**src/rtl/mca_pkg.sv**
```systemverilog
// mca_pkg: shared widths, limits and FSM encoding for the multichannel analyser front end
package mca_pkg;
  localparam int ADC_W = 14;
  localparam logic [ADC_W-1:0] ADC_MAX = 14'h3FFF;
  localparam int CNT_W = 16;
  typedef enum logic [3:0] {
    WAIT_LOW = 4'b0001,
    ARMED    = 4'b0010,
    TRACK    = 4'b0100,
    DEAD     = 4'b1000
  } state_t;
  function automatic logic [ADC_W-1:0] sub_floor(input logic [ADC_W-1:0] a, input logic [ADC_W-1:0] b);
    return a > b ? a - b : '0;
  endfunction
endpackage

```
**src/rtl/sat_counter.sv**
```systemverilog
// sat_counter: up counter that sticks at all-ones, async active-high clear
module sat_counter #(
  parameter int W = 16
) (
  input  logic         clk,
  input  logic         rst,
  input  logic         inc,
  output logic [W-1:0] q
);
  always_ff @(posedge clk or posedge rst)
    if (rst) q <= '0;
    else if (inc && !(&q)) q <= q + 1'b1;
endmodule

```
**src/rtl/pulse_peak_detector.sv**
```systemverilog
// pulse_peak_detector: threshold-triggered peak finder with pile-up/clip rejection and dead time
module pulse_peak_detector
  import mca_pkg::*;
#(
  parameter int DEAD_TIME = 16,
  parameter int MAX_WIDTH = 256
) (
  input  logic             CLOCK_65,
  input  logic             rst,
  input  logic [ADC_W-1:0] adc_data,
  input  logic [ADC_W-1:0] threshold,
  input  logic [ADC_W-1:0] baseline,
  input  logic             enable,
  output logic [ADC_W-1:0] pulse_height,
  output logic             pulse_indicator,
  output logic [CNT_W-1:0] pulse_count,
  output logic [CNT_W-1:0] reject_count
);
  localparam int WW = $clog2(MAX_WIDTH + 1);
  localparam int DW = $clog2(DEAD_TIME + 1);
  state_t           state;
  logic [ADC_W-1:0] s, peak;
  logic [WW-1:0]    width;
  logic [DW-1:0]    dcnt;
  logic             clip, above, in_track, at_limit, emit, reject;
  assign above    = s > threshold;
  assign in_track = enable && state == TRACK;
  assign at_limit = width == WW'(MAX_WIDTH - 1);
  assign emit     = in_track && !above && !clip;
  assign reject   = in_track && (above ? at_limit : clip);
  // s resets to full scale so a pulse already high at reset release must fall before arming
  always_ff @(posedge CLOCK_65 or posedge rst)
    if (rst) begin
      s               <= ADC_MAX;
      state           <= WAIT_LOW;
      peak            <= '0;
      width           <= '0;
      clip            <= 1'b0;
      dcnt            <= '0;
      pulse_height    <= '0;
      pulse_indicator <= 1'b0;
    end else begin
      s               <= adc_data;
      pulse_indicator <= emit;
      if (emit) pulse_height <= sub_floor(peak, baseline);
      if (!enable) state <= WAIT_LOW;
      else
        case (state)
          WAIT_LOW: if (!above) state <= ARMED;
          ARMED:
            if (above) begin
              state <= TRACK;
              peak  <= s;
              width <= WW'(1);
              clip  <= s == ADC_MAX;
            end
          TRACK:
            if (!above) begin
              state <= DEAD;
              dcnt  <= '0;
            end else if (at_limit) state <= WAIT_LOW;
            else begin
              peak  <= s > peak ? s : peak;
              width <= width + 1'b1;
              clip  <= clip | (s == ADC_MAX);
            end
          DEAD:
            if (dcnt == DW'(DEAD_TIME - 1)) state <= above ? WAIT_LOW : ARMED;
            else dcnt <= dcnt + 1'b1;
          default: state <= WAIT_LOW;
        endcase
    end
  sat_counter #(.W(CNT_W)) u_pulse_cnt (
    .clk(CLOCK_65),
    .rst(rst),
    .inc(emit),
    .q  (pulse_count)
  );
  sat_counter #(.W(CNT_W)) u_reject_cnt (
    .clk(CLOCK_65),
    .rst(rst),
    .inc(reject),
    .q  (reject_count)
  );
endmodule

```
**config.mk**
```make
export PLATFORM = sky130hd
export DESIGN_NAME = pulse_peak_detector
export DESIGN_NICKNAME = d
export VERILOG_FILES = /design/src/rtl/mca_pkg.sv /design/src/rtl/sat_counter.sv /design/src/rtl/pulse_peak_detector.sv
export SDC_FILE = /design/constraint.sdc
export NUM_CORES = 1
export LEC_CHECK = 0
export ABC_AREA = 1
export BUFFER_PORTS_ARGS = -buffer_cell sky130_fd_sc_hd__buf_2
export CAP_MARGIN = 5
export CORE_MARGIN = 2
export CORE_UTILIZATION = 30
export CTS_BUF_LIST = sky130_fd_sc_hd__clkbuf_8
export DETAILED_ROUTE_END_ITERATION = 7
export GPL_ROUTABILITY_DRIVEN = 0
export PLACE_DENSITY = 0.44
export SYNTH_ARGS = -nofsm -noshare
export SYNTH_HDL_FRONTEND = slang
export SYNTH_SLANG_ARGS = --single-unit
```
**constraint.sdc**
```tcl
create_clock -name CLOCK_65 -period 4.88 [get_ports CLOCK_65]
set_input_delay 1.22 -clock CLOCK_65 [delete_from_list [all_inputs] [get_ports CLOCK_65]]
set_output_delay 1.22 -clock CLOCK_65 [all_outputs]
set_load 0.005 [all_outputs]
```
======== After elaboration in Yosys (flattened, before gate mapping) ========
Cells that the tools add are included.
storage, ports and cells
  flip-flop bits (word level) ............. 94
  logic and storage cells ................. 80
  output and inout port bits .............. 47
  bits of input ports ..................... 45
cells by class
  muxes and demuxes ....................... 26
  magnitude comparators ................... 3
  bitwise gates (word level) .............. 1
  reduce and logical (&&, ||, !) cells .... 18
  equal/unequal tests ..................... 17
  add/sub/neg operators ................... 5
operator list
  cell                                                  number
  2-to-1 mux 14 bit                                     5
  > comparator 14 bit                                   3
  adder 16 x 1 -> 16 bit (second input constant)        2
  AND reduction 16 bit                                  2
  case mux 14 bit (2 select lines)                      1
  2-to-1 mux 9 bit                                      3
  2-to-1 mux 4 bit                                      6
  case mux 9 bit (2 select lines)                       1
  case mux 4 bit (4 select lines)                       1
  equality test 14 bit (second input constant)          1
  subtractor 14 bit                                     1
  2-to-1 mux 5 bit                                      2
  != test 2 bit (second input constant)                 5
  case mux 5 bit (2 select lines)                       1
  adder 9 x 1 -> 9 bit (second input constant)          1
  equality test 9 x 8 -> 1 bit (second input constant)  1
  != test 3 bit (second input constant)                 3
  AND reduction 4 bit                                   2
  logical AND 1 bit                                     6
  AND reduction 6 bit                                   1
  adder 5 x 1 -> 5 bit (second input constant)          1
  equality test 5 x 4 -> 1 bit (second input constant)  1
  AND reduction 5 bit                                   1
  equality test 4 x 1 -> 1 bit (second input constant)  1
  other kinds (11)                                      18

======== Longest topological paths before layout ========
Gate-level depths: netlist of the first run.
  depth after elaboration ................. 5
  mapped depth ............................ 16
  mapped depth without buffers ............ 14

======== Modules after synthesis ========
A second synthesis of the first run with hierarchy kept.
unflattened totals
  cells, all modules ...................... 887
  area, all modules ....................... 6449.9 um^2
by module, submodules not included
  module               times used  sequential area each (um^2)  cells each  area an instance (um^2)
  pulse_peak_detector  1           1570.3                       561         4322.9
  sat_counter          2           400.4                        163         1063.5

======== Worst setup path after synthesis of the first run ========
No wires, ideal clock.
  kind .................................... input -> register
  from .................................... in baseline[0]
  to ...................................... reg pulse_height[12]
  library setup time ...................... 0.065 ns
  path buffers ............................ 0
  setup slack ............................. 2.026 ns
  data required time ...................... 4.815 ns
  stages .................................. 11
  data arrival time ....................... 2.789 ns
  path through ............................ ha_1 fa_1 o21ai_2 nand2_1 nand2_1 nand2_1 nand2_1 nand2_1 nor2_4 nand2_1 nand2_1
on the way
  cells in the longest elaborated chain, start to end .. 2
  elaborated cells on any way between the ends .. 3
  those cells by class .................... add/sub: 1; order compare: 1; mux: 1
RTL lines
  element                                                          RTL line                   source
  start: declaration                                               pulse_peak_detector.sv:12  input logic [ADC_W-1:0] baseline,
  subtractor 14 bit / > comparator 14 bit (equally long branches)  mca_pkg.sv:13              return a > b ? a - b : '0;
  2-to-1 mux 14 bit *                                              mca_pkg.sv:13
  end signal: assignment                                           pulse_peak_detector.sv:45  if (emit) pulse_height <= sub_floor(peak, baseline);
  end: declaration                                                 pulse_peak_detector.sv:14  output logic [ADC_W-1:0] pulse_height,
Every way passes the cells marked *; elsewhere a longest branch is shown, timed or not.
A chain may end at the register's enable or synchronous reset.

======== Worst setup path in the final report of the first run ========
  from .................................... in threshold[13]
  to ...................................... reg peak[1]
on the way
  cells in the longest elaborated chain, start to end .. 3
  elaborated cells on any way between the ends .. 4
  those cells by class .................... order compare: 1; eq/ne: 2; reduce/logical: 1
RTL lines
  element                                 RTL line                   source
  start: declaration                      pulse_peak_detector.sv:11  input logic [ADC_W-1:0] threshold,
  > comparator 14 bit *                   pulse_peak_detector.sv:26  assign above = s > threshold;
  != test 2 bit (no source line)          -
  AND reduction 6 bit (no source line) *  -
  end signal: assignment                  pulse_peak_detector.sv:53  peak <= s;
  end signal: assignment                  pulse_peak_detector.sv:63  peak <= s > peak ? s : peak;
  end: declaration                        pulse_peak_detector.sv:22  logic [ADC_W-1:0] s, peak;
Marks and branches as above.

==> impl_metrics.tcl, run 1 <==
set metrics [dict create \
    outcome "complete, no violations" \
    required_ps 5210 \
    setup_viol 0 \
    numCtsBuffers 9 \
    slew_viol_final 0 \
    route.vias.total 5142 \
    startpoint "threshold[13]" \
    fin_skew_ps 15.9 \
    tritoncts "built" \
    reg2reg_to "u_pulse_cnt.q[13]" \
    cts-root-buf "clkbuf_8" \
    totalWireLength_um 14900 \
    worstSetupPathType "in -> reg" \
    yosysWarnings 0 \
    critPathCapture "peak[1]" \
    syn_area_per_cell_um2 7.72 \
    drt_iter0_markers 216 \
    synth_nets 898 \
    grt_use_met1 0.194 \
    die_h_um 148 \
    hold_buffers 0 \
    p_int_mw 1.41 \
    power.density_nw_per_um2 326 \
    grt_use_met2 0.233 \
    pin_count 92 \
    die_w_um 148 \
    place_ws_ps 1650 \
    coreArea_um2 20300 \
    antenna-diode-count 0 \
    finalSetupTns_ps 0 \
    ys_seq_elements 94 \
    yosysTopAreaCell "dfrtp_1" \
    timing.rr.start "s[13]" \
    synth.most_common_cell "nand2_1" \
    portBuffers 91 \
    antenna_found_initial 0 \
    cts_resized 0 \
    finalHoldViolations 0 \
    rows 52 \
    area_growth_syn_to_layout_pct 14.4 \
    synth_edf_count 0 \
    overflow 0 \
    clkPwrFrac 0.239 \
    arrival_ps 3140 \
    ant_nets 0 \
    cts_setup_buffers 0 \
    grt_pass1_vias 4946 \
    drc 0 \
    relSlewSlack 0.590 \
    routedWlPerCell_um 12.8 \
    clock_latency_ps 390 \
    place.detailed.hpwl_um 11400 \
    post-route-period-util 0.576 \
    rsz0062_at_grt "false" \
    h-tree-depth 3 \
    cts_sinks 94 \
    ir_drop_v 0.000132 \
    cts_max_path_buffers 2 \
    initial_core_util 0.306 \
    yosysSeqAreaShare 0.382 \
    clkTransAtPathRegs_ps 110 \
    synth-async-reset-ratio 1.00 \
    crit_fanout 14 \
    syn_area_um2 6210 \
    fmax_mhz 356 \
    p_seq_frac 0.412 \
    netlist_top_cells_area "dfrtp_1, nand2_1, ha_1" \
    synthCells 804 \
    tightestPinTransition_ps 614 \
    die-area_um2 21900 \
    synth_commonest_cells "nand2_1, inv_1, dfrtp_1" \
    final.setup.worst_slack_ps 2070 \
    nets 990 \
    grt.total_usage 0.144 \
    synth_cell_types 46 \
    use_met3 0.0228 \
    r2r_setup_slack_ps 2490 \
    grt_first_pass_wirelength_um 25100 \
    firstDrtPassIters 4 \
    synth_top_area_frac 0.318 \
    hold_path_class "reg -> reg" \
    cp-end-kind "flip-flop" \
    top_usage_layer "met2" \
    leakage_nw 3.74 \
    layout_min_cycle_time_ps 2810 \
    switchingPower_mw 0.904 \
    max_cap_viol_count 0 \
    switching_share 0.390 \
    cp-start-kind "input pin" \
    drive_gt1_frac 0.172 \
    pwr-share-comb 0.349 \
    nFillCells 2197 \
    vias_per_cell 4.39 \
    rr_worst_depth 12 \
    grt_max_degree 46 \
    ys.flop_type "dfrtp_1" \
]
-- placed cells by master, fill, tap and decap left out, drive strengths merged, types with 2 or more instances in the layout --
cell	n
o21a	2
o21ai	38
xor2	27
xnor2	10
nand3b	8
buf	94
o21bai	2
ha	48
a21oi	23
and2	2
nand2	264
clkinv	2
dfstp	15
dfrtp	79
nor2	52
clkbuf	9
nor3	17
nand4	18
nand3	58
inv	122
-- power by group through the flow --
| stage | registers [mW] | clock network (mW) | logic (mW) |
|---|---|---|---|
| after floorplan | 0.941 | 0 | 0.632 |
| after global placement | 0.970 | 0 | 0.824 |
| after detailed placement | 0.971 | 0 | 0.816 |
| after CTS | 0.956 | 0.587 | 0.820 |
| after global routing | 0.972 | 0.613 | 0.948 |
| final | 0.954 | 0.555 | 0.809 |
-- routing by layer --
metal | wire length (um) | part of all wire | vias to the layer above
met1 | 7380 | 0.49 | 2312
met4 | 288 | 0.019 | 0
met3 | 486 | 0.033 | 20
li1 | - | - | 2733
met2 | 6790 | 0.45 | 77
met5 | 0 | 0 | -
-- how the worst min path moves through the flow --
stage	start	endpoint	slack, ps	cells past startpoint
4_1_cts	pulse_height[1]	pulse_height[1]	490	2
5_1_grt	pulse_height[3]	pulse_height[3]	520	2
6_report	pulse_height[1]	pulse_height[1]	490	2
2_1_floorplan	width[8]	width[8]	460	2
3_3_place_gp	pulse_height[12]	pulse_height[12]	460	2
3_5_place_dp	pulse_height[1]	pulse_height[1]	460	2
-- registers in the layout (all words and copies together), names as in the netlist --
register,count
clip,1
dcnt,5
peak,14
pulse_height,14
pulse_indicator,1
s,14
state,4
u_pulse_cnt.q,16
u_reject_cnt.q,16
width,9
-- cell families after synthesis --
kind of cell	count (synthesis)	synth area share
AOI/OAI and AO/OA	67	0.0570
buffers and inverters	132	0.0923
and+or+nand+nor	425	0.317
adders and majority gates	49	0.0999
DFF	94	0.382
xor gates and xnor gates	37	0.0522
-- through the flow --
step	hold slack, ps	power, mW	std cells	util	area (um2)
2_1_floorplan	459	1.57	804	-	6210
3_3_place_gp	464	1.79	1155	0.340	6910
3_5_place_dp	463	1.79	1155	0.340	6910
4_1_cts	494	2.36	1171	0.350	7110
5_1_grt	515	2.53	1171	0.350	7110
6_report	486	2.32	1171	0.350	7110
-- critical path: stages --
cell     delay (ps)
buf_2            70
inv_1            30
ha_1            300
nand2_2          80
nor2_4          140
inv_2            60
nor2_4          140
nand2_2          90
nand2_4          90
nand2_4         150
nor3_4          490
nand3_1         170
nand2_1         100
-- area by class of cell --
type                       instances  area [um2]  area share
sequential                        94        2370       0.334
timing repair buffer              94         478      0.0673
inverter                         119         454      0.0639
tap                              270         338      0.0475
multi-input combinational        578        3270       0.460
clock inverter                     7        75.1      0.0106
clock buffer                       9         124      0.0174
Note: power is estimated with default switching activity, not from simulation.
==> inputs of run 2 (changes only) <==
PLACE_DENSITY = 0.46   (was 0.44)
clock period = 2.3 ns   (was 4.88 ns; I/O delays follow)
==> impl_metrics.tcl, run 2 (synthesis gave the netlist of run 1 again) <==
set metrics [dict create \
    multi_input_area_um2 3270 \
    drive_gt1_frac 0.218 \
    layout_min_cycle_time_ps 2180 \
    leakage_nw 4.03 \
    rows 52 \
    grt_first_pass_wirelength_um 26200 \
    timing.rr.start "s[11]" \
    required_ps 2580 \
    whs_ps 124 \
    die_h_um 148 \
    finalHoldViolations 0 \
    rr_worst_depth 13 \
    power_mw 5.26 \
    top_regs "u_pulse_cnt.q (16), u_reject_cnt.q (16)" \
    grt.total_usage 0.150 \
    hold_buffers 0 \
    reg2reg_to "peak[4]" \
    place_area_um2 7370 \
    clkTransAtPathRegs_ps 120 \
    h-tree-depth 3 \
    crit_fanout 14 \
    tightestPinTransition_ps 372 \
    portBuffers 91 \
    antenna_found_initial 0 \
    die-area_um2 21900 \
    cts-root-buf "clkbuf_8" \
    post-route-util 0.374 \
    arrival_ps 2460 \
    power.density_nw_per_um2 692 \
    relSlewSlack 0.750 \
    ir_drop_v 0.000252 \
    cts_max_path_buffers 2 \
    r2r_setup_slack_ps 120 \
    antenna-diode-count 0 \
    cp-start-kind "flip-flop" \
    rsz0062_at_grt "true" \
    tritoncts "built" \
    slew_viol_final 0 \
    cp-end-kind "flip-flop" \
    initial_core_util 0.306 \
    vias_per_cell 4.41 \
    numCtsBuffers 9 \
    route.vias.total 5387 \
    grt_pass1_vias 5345 \
    setup_viol 0 \
    nFillCells 2217 \
    fin_skew_ps 18.8 \
    final_common_cell "nand2_1" \
    max_cap_viol_count 0 \
    worstSetupPathType "reg -> reg" \
    grt_max_degree 63 \
    cts_sinks 94 \
    routedWlPerCell_um 12.5 \
    totalWireLength_um 15300 \
    overflow 0 \
    drc 0 \
    finalInstanceArea_um2 7600 \
    post-route-period-util 0.948 \
    place.detailed.hpwl_um 12000 \
    coreArea_um2 20300 \
    area_growth_syn_to_layout_pct 22.4 \
    hold_path_class "in -> async" \
    layout_common_cells "nand2_1, inv_1, buf_2" \
    nets 1040 \
    firstDrtPassIters 4 \
    drt_iter0_markers 248 \
    die_w_um 148 \
    fmax_mhz 459 \
    seqCellArea_um2 2370 \
    ant_nets 0 \
    pin_count 92 \
    clock_latency_ps 390 \
    finalSetupTns_ps 0 \
    outcome "complete, no violations" \
]
[run 2: cell types whose count changed in the layout (fill, tap and decap cells not counted), sizes merged]
cell | before | now
buf | 94 | 144
clkbuf | 9 | 10
inv | 122 | 121
[run 2: layer usage]
metal  wire (um)  GRT usage  up-vias
met3         466     0.0213       22
met2        6890      0.247       85
met4         469     0.0648        0
li1            -          -     2840
met1        7490      0.198     2440
met5           0          0        -
[run 2: stage by stage]
stage | worst slack, ps | cells
finish | 120 | 1221
detailed placement | -147 | 1203
floorplan | 91.5 | 804
global route | -23.4 | 1221
global placement | -131 | 1203
CTS | 53.2 | 1219
[run 2: final cells by class]
cell class / instances / area share
timing repair buffer: 144 / 0.125
multi-input combinational: 578 / 0.430
clock buffer: 10 / 0.0181
clock inverter: 6 / 0.0100
tap: 270 / 0.0444
sequential: 94 / 0.312
inverter: 119 / 0.0599
[run 2: repair_timing]
action,4_1_cts,5_1_grt
resized for setup,0,1
endpoints found under the setup margin,0,59
endpoints found under the hold margin,0,0
setup buffers,0,2
[run 2: how the worst max path moves through the flow]
| stage | from | endpoint | slack [ps] | depth (start not counted) |
|---|---|---|---|---|
| after CTS | s[10] | peak[4] | 50 | 13 |
| final | s[11] | peak[4] | 120 | 13 |
| after floorplan | baseline[0] | pulse_height[12] | 90 | 11 |
| after detailed placement | threshold[13] | peak[0] | -150 | 15 |
| after global placement | threshold[13] | peak[1] | -130 | 15 |
| after global routing | s[11] | peak[6] | -20 | 13 |
[run 2: power by group]
part / total, mW / switching [mW] / internal (mW)
logic: 2.01 / 1.15 / 0.864
registers: 2.02 / 0.165 / 1.85
clock network: 1.23 / 0.677 / 0.552
[run 2: worst max-delay path, stage by stage (launching register included)]
cell,delay (ps)
dfstp_2,590
ha_1,150
nand2_1,90
nor2_4,150
inv_2,60
nor2_4,140
nand2_2,80
nand2_4,90
nand2_4,100
buf_12,160
nor2_8,100
nand3b_4,190
nand2_1,110
nand2_1,50
==> inputs of run 3 (changes only) <==
CORE_UTILIZATION = 35   (was 30)
PLACE_DENSITY = 0.52   (was 0.46)
RECOVER_POWER = 50   (was default)
==> impl_metrics.tcl, run 3 (synthesis gave the netlist of run 1 again) <==
set metrics [dict create \
    cts_sinks 94 \
    die-area_um2 18800 \
    seqCellArea_um2 2370 \
    final_common_cell "nand2_1" \
    fin_skew_ps 12.4 \
    overflow 0 \
    drt-met1-wl_um 7380 \
    nFillCells 1807 \
    cts_max_path_buffers 2 \
    ant_nets 0 \
    drive_gt1_frac 0.226 \
    worstSetupPathType "reg -> reg" \
    area_growth_syn_to_layout_pct 21.9 \
    coreArea_um2 17300 \
    place_ws_ps -194 \
    die_w_um 137 \
    crit_path_top_delay_cell "dfstp_2" \
    grt_first_pass_wirelength_um 24600 \
    cp-end-kind "flip-flop" \
    place.detailed.hpwl_um 11300 \
    arrival_ps 2460 \
    layout_min_cycle_time_ps 2190 \
    layout_common_cells "nand2_1, inv_1, buf_2" \
    slew_viol_final 0 \
    required_ps 2570 \
    max_cap_viol_count 0 \
    setup_viol 0 \
    antenna-diode-count 0 \
    hold_buffers 0 \
    numCtsBuffers 9 \
    finalSetupTns_ps 0 \
    tritoncts "built" \
    whs_ps 272 \
    path_buf_inv 3 \
    cp-start-kind "flip-flop" \
    power_mw 5.19 \
    die_h_um 137 \
    route.vias.total 5369 \
    portBuffers 91 \
    grt_max_degree 44 \
    drt_iter0_markers 253 \
    wl_met3_um 494 \
    antenna_found_initial 0 \
    worstPathCellList "ha_4, nand2_2, nor2_4, buf_4, a21oi_2, nand2_4, buf_4, nand3_1, nand3_1, buf_12, nand2_1, o21ai_0" \
    tightestPinTransition_ps 1110 \
    post-route-period-util 0.953 \
    post-route-util 0.438 \
    relSlewSlack 0.258 \
    clkTransAtPathRegs_ps 110 \
    drc 0 \
    ir_drop_v 0.000294 \
    path_delay_family "flip-flops" \
    rows 48 \
    vias_per_cell 4.56 \
    top_layer "met4" \
    nets 1042 \
    clock_latency_ps 390 \
    final.setup.worst_slack_ps 109 \
    leakage_nw 4.02 \
    cts-root-buf "clkbuf_8" \
    firstDrtPassIters 4 \
    top_regs "u_pulse_cnt.q (16), u_reject_cnt.q (16)" \
    power.density_nw_per_um2 686 \
    max_stage_delay_ps 600 \
    fmax_mhz 456 \
    grt_pass1_vias 5067 \
    finalHoldViolations 0 \
    grt.total_usage 0.166 \
    wl_met2_um 6920 \
    totalWireLength_um 15100 \
    h-tree-depth 3 \
    hold_path_class "in -> reg" \
    outcome "complete, no violations" \
    pin_count 92 \
    routedWlPerCell_um 12.8 \
    initial_core_util 0.359 \
    crit_fanout 31 \
    multi_input_area_um2 3390 \
]
## run 3: per-layer routing
layer / GRT usage / vias up
li1: - / 2843
met1: 0.222 / 2423
met2: 0.269 / 80
met3: 0.0254 / 23
met4: 0.0659 / 0
met5: 0 / -
## run 3: metrics by stage
step	instance area, um2	cells
floorplan	6210	804
global placement	7180	1147
detailed placement	7180	1147
CTS	7400	1164
global route	7570	1178
finish	7570	1178
## run 3: layout make-up
class | count | area share
multi-input cells | 580 | 0.448
flip-flops and latches | 94 | 0.313
inverters | 119 | 0.0598
repair buffers | 144 | 0.116
well taps | 225 | 0.0372
clock buffers | 9 | 0.0164
clock inverters | 7 | 0.00958
## run 3: repair_timing
action                                  CTS  global route
cloned                                    0             2
buffers inserted                          1            12
pin swaps                                 1             2
hold endpoints to repair                  0             0
gates resized for setup                   0            18
endpoints found under the setup margin    2            52
## run 3: final timing paths
| check | endpoint | slack (ps) | startpoint | cells after the start |
|---|---|---|---|---|
| worst max-delay path | u_reject_cnt.q[2] | 110 | s[11] | 12 |
| worst min-delay path | s[11] | 270 | adc_data[11] | 1 |
| worst max register to register | u_reject_cnt.q[2] | 110 | s[11] | 12 |
| worst min register to register | pulse_height[10] | 490 | pulse_height[10] | 2 |
| max in group asynchronous | peak[7] | 380 | rst | 3 |
| min in group asynchronous | u_reject_cnt.q[7] | 340 | rst | 2 |
## run 3: power breakdown
part	total (mW)	internal (mW)	switching, mW	leakage, nW
clock network	1.17	0.507	0.661	0.101
registers	2.02	1.85	0.170	1.23
logic	2.00	0.854	1.15	2.69
## run 3: worst reg2reg max path, delay by kind of cell, from the launching register on
kind,cells,cell delay (ps)
DFF,1,600
AOI/OAI and AO/OA,2,230
buffers and inverters,3,470
adders and majority gates,1,220
and+or+nand+nor,6,560
